--- src/rtl/crc5_pkg.sv ---
// crc5_pkg: shared definitions for the USB token CRC5 checker and generator.
//   - crc5_state_e : checker FSM states
//   - CRC5_SEED / CRC5_RESIDUE : LFSR preset and good-packet residual
//   - TOKEN_FIELD_BITS / CRC5_BITS : token field and CRC lengths
//   - crc5_next() : one serial LFSR step, polynomial x^5+x^2+1
package crc5_pkg;

   typedef enum logic [1:0] {IDLE, FIELD, CRC, DONE} crc5_state_e;

   localparam logic [4:0] CRC5_SEED        = 5'b11111;
   localparam logic [4:0] CRC5_RESIDUE     = 5'b01100;
   localparam int         TOKEN_FIELD_BITS = 11;
   localparam int         CRC5_BITS        = 5;

   // fb = r[4]^b; r0<=fb, r1<=r0, r2<=r1^fb, r3<=r2, r4<=r3
   function automatic logic [4:0] crc5_next(input logic [4:0] r, input logic b);
      logic fb;
      fb = r[4] ^ b;
      return {r[3], r[2], r[1] ^ fb, r[0], fb};
   endfunction

endpackage

--- src/rtl/crc5_lfsr.sv ---
// crc5_lfsr: serial CRC5 register, shared by the receive checker and the
// transmit generator.
//   clk, rst : clock, synchronous active-high reset (register <= SEED)
//   load_i   : preset the register to SEED (wins over en_i)
//   en_i     : advance one step with bit_i
//   bit_i    : serial data bit
//   r_o      : current register contents r[4:0]
module crc5_lfsr
   import crc5_pkg::*;
#(
   parameter logic [4:0] SEED = CRC5_SEED
) (
   input  logic       clk,
   input  logic       rst,
   input  logic       load_i,
   input  logic       en_i,
   input  logic       bit_i,
   output logic [4:0] r_o
);

   logic [4:0] r_q, r_d;

   always_comb begin
      r_d = r_q;
      if (load_i)    r_d = SEED;
      else if (en_i) r_d = crc5_next(r_q, bit_i);
   end

   always_ff @(posedge clk) begin
      if (rst) r_q <= SEED;
      else     r_q <= r_d;
   end

   assign r_o = r_q;

endmodule

--- src/rtl/crc5_check.sv ---
// crc5_check: receive-side CRC5 checker for USB token packets.
// Takes the 16 post-PID bits serially (11-bit ADDR/ENDP LSB-first, then
// 5 CRC bits), checks the LFSR residual and reports a one-cycle result.
//   clk, rst    : clock, synchronous active-high reset
//   chk_start   : seed the LFSR and arm (accepted in IDLE or DONE only)
//   s_in        : unstuffed data bit, qualified by s_valid
//   s_valid     : s_in valid this cycle (gaps allowed)
//   pkt_end     : EOP; aborts the packet if fewer than 16 bits arrived
//   busy        : packet in progress (FIELD, CRC, DONE)
//   token_field : captured field, bit 0 first received
//   chk_done    : one-cycle completion pulse
//   crc_ok / crc_err / len_err : result flags, qualified by chk_done
module crc5_check
   import crc5_pkg::*;
#(
   parameter logic [4:0] SEED    = CRC5_SEED,
   parameter logic [4:0] RESIDUE = CRC5_RESIDUE
) (
   input  logic                        clk,
   input  logic                        rst,
   input  logic                        chk_start,
   input  logic                        s_in,
   input  logic                        s_valid,
   input  logic                        pkt_end,
   output logic                        busy,
   output logic [TOKEN_FIELD_BITS-1:0] token_field,
   output logic                        chk_done,
   output logic                        crc_ok,
   output logic                        crc_err,
   output logic                        len_err
);

   localparam logic [3:0] FIELD_LAST = 4'(TOKEN_FIELD_BITS - 1);
   localparam logic [3:0] CRC_LAST   = 4'(CRC5_BITS - 1);

   crc5_state_e                 state_q, state_d;
   logic [3:0]                  cnt_q, cnt_d;
   logic [TOKEN_FIELD_BITS-1:0] field_q, field_d;
   logic                        busy_q, done_q, ok_q, err_q, len_q;

   logic       accept, start_ok;
   logic       fin, fin_ok, fin_len;
   logic [4:0] r;
   logic [4:0] r_adv;

   assign accept   = s_valid && (state_q == FIELD || state_q == CRC);
   assign start_ok = chk_start && (state_q == IDLE || state_q == DONE);
   // Register value after the bit being accepted this cycle; the result is
   // judged on it so chk_done can register in the same edge as the last bit.
   assign r_adv    = crc5_next(r, s_in);

   crc5_lfsr #(.SEED(SEED)) u_lfsr (
      .clk   (clk),
      .rst   (rst),
      .load_i(start_ok),
      .en_i  (accept),
      .bit_i (s_in),
      .r_o   (r)
   );

   always_comb begin
      state_d = state_q;
      cnt_d   = cnt_q;
      field_d = field_q;
      fin     = 1'b0;
      fin_ok  = 1'b0;
      fin_len = 1'b0;
      case (state_q)
         IDLE: begin
            if (start_ok) begin
               state_d = FIELD;
               cnt_d   = '0;
               field_d = '0;
            end
         end
         FIELD: begin
            if (accept) begin
               for (int i = 0; i < TOKEN_FIELD_BITS; i++)
                  if (cnt_q == 4'(i)) field_d[i] = s_in;
               cnt_d = cnt_q + 4'd1;
               if (cnt_q == FIELD_LAST) begin
                  state_d = CRC;
                  cnt_d   = '0;
               end
            end
            // Any EOP here is short, whether or not a bit came with it.
            if (pkt_end) begin
               state_d = DONE;
               cnt_d   = '0;
               fin     = 1'b1;
               fin_len = 1'b1;
            end
         end
         CRC: begin
            if (accept) cnt_d = cnt_q + 4'd1;
            // 16th bit completes normally even if EOP arrives with it.
            if (accept && cnt_q == CRC_LAST) begin
               state_d = DONE;
               cnt_d   = '0;
               fin     = 1'b1;
               fin_ok  = (r_adv == RESIDUE);
            end else if (pkt_end) begin
               state_d = DONE;
               cnt_d   = '0;
               fin     = 1'b1;
               fin_len = 1'b1;
            end
         end
         DONE: begin
            if (start_ok) begin
               state_d = FIELD;
               cnt_d   = '0;
               field_d = '0;
            end else begin
               state_d = IDLE;
            end
         end
         default: state_d = IDLE;
      endcase
   end

   always_ff @(posedge clk) begin
      if (rst) begin
         state_q <= IDLE;
         cnt_q   <= '0;
         field_q <= '0;
         busy_q  <= 1'b0;
         done_q  <= 1'b0;
         ok_q    <= 1'b0;
         err_q   <= 1'b0;
         len_q   <= 1'b0;
      end else begin
         state_q <= state_d;
         cnt_q   <= cnt_d;
         field_q <= field_d;
         busy_q  <= (state_d != IDLE);
         done_q  <= fin;
         ok_q    <= fin & fin_ok;
         err_q   <= fin & ~fin_ok;
         len_q   <= fin & fin_len;
      end
   end

   assign busy        = busy_q;
   assign token_field = field_q;
   assign chk_done    = done_q;
   assign crc_ok      = ok_q;
   assign crc_err     = err_q;
   assign len_err     = len_q;

endmodule

--- config.mk ---
export PLATFORM = sky130hd
export DESIGN_NAME = crc5_check
export DESIGN_NICKNAME = d
export VERILOG_FILES = /design/src/rtl/crc5_pkg.sv /design/src/rtl/crc5_lfsr.sv /design/src/rtl/crc5_check.sv
export SDC_FILE = /design/constraint.sdc
export NUM_CORES = 1
export LEC_CHECK = 0
export ABC_AREA = 1
export CAP_MARGIN = 10
export CORE_MARGIN = 3
export CORE_UTILIZATION = 40
export DETAILED_ROUTE_END_ITERATION = 6
export PLACE_DENSITY = 0.62
export SLEW_MARGIN = 20
export SYNTH_ARGS = -nofsm -noshare
export SYNTH_HDL_FRONTEND = slang
export SYNTH_SLANG_ARGS = --single-unit
--- constraint.sdc ---
create_clock -name clk -period 1.83 [get_ports clk]
set_input_delay 0.183 -clock clk [delete_from_list [all_inputs] [get_ports clk]]
set_output_delay 0.183 -clock clk [all_outputs]
set_load 0.1 [all_outputs]
==> results.tsv, run 1 <==
metric	value	unit
Pwr Density	1830	nW/µm²
peak supply drop	0.000759	V
Rows	21	
Async SR Flop Fraction	0	
Clock Latency Late Sink	0.32	ns
Hold Path Class	input port to register	
Post-Syn Nets	226	
post-synth cell types	26	
Final Setup Violations	0	
Final Cycle Share	0.933	
antenna violations before repair	0	
drt first pass iters	4	
TritonCTS clock tree	yes	
max cap viols	0	
Reg2Reg Setup Slack	0.12	ns
n_diodes	0	
Final Core Density	0.504	
clock skew	0.00574	ns
# IOs	22	
Final Critical Period	1.71	ns
via count	1331	
Routed Antenna Nets	0	
DRC viols	0	
synth cell count leaders	nand2_1, nor2_1, dfxtp_1, nand3_1, inv_1	
Synth Flop Type	dfxtp_1	
outcome	finished clean	
Static Leak	0.821	nW
pin count of the biggest net entering global routing	16	
Mapped Avg Cell Area	6.80	µm²
Pwr Total	3.14	mW
die area	4360	µm²
Post-DP HPWL	2360	µm
root buf cell	clkbuf_4	
Routed WL per cell	10.9	µm
RSZ-0062 raised after global routing	true	
Vias/cell	4.69	
Synth area leader	dfxtp_1	
Area Growth Syn to Fin	19.4	%
critical path class	register to register	
first-pass GRT wire length	5410	µm
Clock Sinks	27	
cts bufs inserted	3	
Detailed Route WL	3100	µm
CP endpoint kind	register	
post-synth top area share	0.375	
post-route setup slack	0.123	ns
Setup TNS Final	0	ns
layout cell share with drive strength beyond 1	0.164	
post-CTS setup buffers	0	
Filler cells	371	
gr usage total	0.157	
Syn Inst Count	212	
Die X	66.0	µm
Synth Register Bits	27	
H-tree levels	1	
number of flops mapped to enable cells by yosys	0	
IO buf count	21	
die height	66.0	µm
fmax	586	MHz
Slew @ Worst Pin	0.359	ns
core area	3420	µm²
count leader, synth	nand2_1	
Rel. slew slack	0.760	
final hold violations	0	
pre-CTS setup slack	0.0932	ns
startpoint type of the worst setup path	register	
Worst EP arrival	1.95	ns
Ys Warns	0	
Max FO, Critical Path	6	
final max-slew violation count	0	
Initial Util	0.422	
drt initial violations	63	
post-synthesis sequential area ratio	0.375	
Worst EP required	2.07	ns
nets	253	
clock buffer depth	2	
Reg clk slew, reported paths	0.14	ns
Final Wtd Congestion	0.834	
grt ovf	0	
Post-Syn Area	1440	µm²
vias in the first global route	1247	
Area contributors post-synth	dfxtp_1, nand2_1, nor2_1	
-- sequential cells by signal, indices dropped and copies added (netlist names) --
name / count
token_field: 11
u_lfsr.r_o: 5
cnt_q: 4
state_q: 2
busy: 1
chk_done: 1
crc_err: 1
crc_ok: 1
len_err: 1
-- per-stage QoR --
| stage | hold WS (ns) | instance area (µm²) | std cells |
|---|---|---|---|
| finish | 0.468 | 1720 | 284 |
| global route | 0.494 | 1720 | 284 |
| CTS | 0.464 | 1700 | 283 |
| detailed placement | 0.479 | 1680 | 279 |
| global placement | 0.470 | 1680 | 279 |
| floorplan | 0.255 | 1440 | 212 |
-- worst max-delay path, stage by stage (launching register included) --
cell and delay [ns]:
dfxtp_1 0.38, inv_1 0.09, ha_2 0.35, o21ai_1 0.25, nand2_1 0.20, a21oi_1 0.20
nand2_1 0.07, nand2_1 0.07, nor2_1 0.03
-- cell usage in the layout (no fill, tap or decap), drive strengths merged, types with 2 or more instances in the layout --
master,instances
o21ai,6
nor2,42
a21oi,15
ha,8
nand3,20
dfxtp,27
nand2,59
or2,2
clkdlybuf4s50,5
clkbuf,3
clkinv,2
nand4,5
buf,20
inv,19
-- path summary, 6_finish.rpt --
path / startpoint / cells after the start / end
worst max register to register: state_q[0]$_SDFF_PP0_ / 8 / token_field[7]$_SDFFE_PP0P_
worst max-delay path: state_q[0]$_SDFF_PP0_ / 8 / token_field[7]$_SDFFE_PP0P_
worst min-delay path: rst / 2 / crc_ok$_SDFF_PP0_
worst min register to register: token_field[10]$_SDFFE_PP0P_ / 2 / token_field[10]$_SDFFE_PP0P_
-- layer usage --
| metal | wire length (µm) | global-route usage |
|---|---|---|
| met5 | 0 | 0 |
| met1 | 1600 | 0.200 |
| met4 | 19 | 0.0305 |
| met3 | 116 | 0.0408 |
| met2 | 1360 | 0.268 |
-- timing repair --
item                                   CTS  global route
gates resized for setup                  0             5
endpoints found under the hold margin    0             0
setup endpoints to repair                0            16
hold buffers                             0             0
-- cell type report --
class / instances / area (µm²) / area share
Multi-Input combinational cell: 162 / 818 / 0.475
Sequential cell: 27 / 541 / 0.314
Clock inverter: 1 / 5.00 / 0.00291
Inverter: 20 / 77.6 / 0.0451
Tap cell: 46 / 57.6 / 0.0334
Timing Repair Buffer: 25 / 200 / 0.116
Clock buffer: 3 / 22.5 / 0.0131
-- cells by family after synthesis --
family,Yosys count,share of synthesized area
XOR/XNOR,2,0.0122
flip-flops,27,0.375
AND/OR/NAND/NOR,128,0.391
buffers and inverters,24,0.0703
AO/OA/AOI/OAI,23,0.0825
adder cells (fa/ha/maj),8,0.0694
-- power breakdown --
group | switching (mW) | internal [mW]
combinational | 1.49 | 0.584
clock | 0.171 | 0.0820
sequential | 0.0854 | 0.733
Power figures use the tool's default switching activity.
==> run 2, diff against run 1 <==
--- a/config.mk
+++ b/config.mk
@@ -7,6 +7,7 @@
 export LEC_CHECK = 0
 export ABC_AREA = 1
 export CAP_MARGIN = 10
+export CORE_ASPECT_RATIO = 1.1
 export CORE_MARGIN = 3
 export CORE_UTILIZATION = 40
 export DETAILED_ROUTE_END_ITERATION = 6
==> results.tsv, run 2 (same netlist as run 1, synthesis figures left out) <==
metric	value	unit
most used cell, CP	nand2_1	
vias in the first global route	1221	
startpoint type of the worst setup path	register	
n_diodes	0	
nets	253	
# IOs	22	
post-route setup slack	0.163	ns
Detailed Route WL	3220	µm
CP endpoint kind	register	
Rows	22	
grt ovf	0	
Final Setup Violations	0	
drt initial violations	66	
family with the most delay on the worst path	compound AO/OA/AOI/OAI gates	
drt first pass iters	4	
max cap viols	0	
Buf/Inv on CP	1	
Reg clk slew, reported paths	0.16	ns
final hold violations	0	
cts bufs inserted	3	
first-pass GRT wire length	5330	µm
max reg flops	11	
Vias/cell	4.93	
Routed WL per cell	11.3	µm
Worst EP arrival	1.91	ns
gr usage total	0.154	
Rel. slew slack	0.732	
CP max-delay cell	dfxtp_1	
Die X	63.2	µm
DRC viols	0	
outcome	finished clean	
Final Critical Period	1.67	ns
worst-case reg-to-reg path depth	8	
area post-placement	1680	µm²
TritonCTS clock tree	yes	
die area	4360	µm²
pre-CTS setup slack	0.116	ns
final max-slew violation count	0	
Initial Util	0.426	
Routed Antenna Nets	0	
Setup TNS Final	0	ns
commonest cells after routing, fill and taps aside	nand2_1, nor2_1, dfxtp_1	
Area Growth Syn to Fin	20.6	%
root buf cell	clkbuf_4	
final instance area	1740	µm²
WP depth	8	
worst hold stages	2	
commonest non-fill, non-tap cell in the layout	nand2_1	
Pwr Total	3.21	mW
H-tree levels	1	
clock skew	0.0125	ns
Pwr Density	1840	nW/µm²
fmax	600	MHz
Final Wtd Congestion	0.799	
CP max stage delay	0.39	ns
die height	69.0	µm
Clock Latency Late Sink	0.34	ns
Max FO, Critical Path	6	
critical path class	register to register	
clock buffer depth	2	
Post-DP HPWL	2390	µm
core area	3390	µm²
Filler cells	362	
RSZ-0062 raised after global routing	false	
Clock Sinks	27	
peak supply drop	0.000840	V
layout cell share with drive strength beyond 1	0.185	
Worst EP required	2.07	ns
IO buf count	21	
Final Cycle Share	0.911	
Critical Path, Cell by Cell	inv_1 > ha_2 > o21ai_2 > nand2_2 > a21oi_1 > nand2_1 > nand2_1 > nor2_1	
pin count of the biggest net entering global routing	18	
Hold Path Class	input port to register	
via count	1410	
antenna violations before repair	0	
Static Leak	0.812	nW
Slew @ Worst Pin	0.402	ns
run 2: final cells by class:
class                      instances  area [µm²]  share of cell area
tap                               48        60.1              0.0346
sequential                        27         541               0.311
clock inverter                     1        7.51             0.00432
timing repair buffer              25         200               0.115
multi-input combinational        162         830               0.477
clock buffer                       3        22.5              0.0130
inverter                          20        77.6              0.0446
run 2: through the flow:
| stage | util | hold WS, ns | cells |
|---|---|---|---|
| 3_5_place_dp | 0.496 | 0.477 | 281 |
| 2_1_floorplan | - | 0.255 | 212 |
| 6_report | 0.513 | 0.455 | 286 |
| 5_1_grt | 0.513 | 0.470 | 286 |
| 3_3_place_gp | 0.496 | 0.471 | 281 |
| 4_1_cts | 0.504 | 0.458 | 285 |
run 2: where the power goes:
group	internal, mW	switching (mW)
clock	0.0838	0.188
combinational	0.605	1.51
sequential	0.733	0.0828
total	1.42	1.78
run 2: repair_timing:
item                       in CTS  in global routing
setup buffers                   0                  0
setup endpoints to repair       0                 11
resized for setup               0                  9
hold buffers                    0                  0
run 2: final timing paths:
check,start,endpoint,slack (ns)
setup / recovery,state_q[0]$_SDFF_PP0_,token_field[7]$_SDFFE_PP0P_,0.16
hold / removal,rst,crc_ok$_SDFF_PP0_,0.46
setup reg to reg,state_q[0]$_SDFF_PP0_,token_field[7]$_SDFFE_PP0P_,0.16
hold reg to reg,token_field[3]$_SDFFE_PP0P_,token_field[3]$_SDFFE_PP0P_,0.49
run 2: metal layers:
| layer | up-vias | part of all wire | global-route usage | wire length, µm |
|---|---|---|---|---|
| met5 | - | 0 | 0 | 0 |
| met2 | 39 | 0.46 | 0.262 | 1490 |
| met4 | 0 | 0.011 | 0.0485 | 36 |
| li1 | 730 | - | - | - |
| met1 | 636 | 0.47 | 0.201 | 1530 |
| met3 | 5 | 0.051 | 0.0243 | 163 |
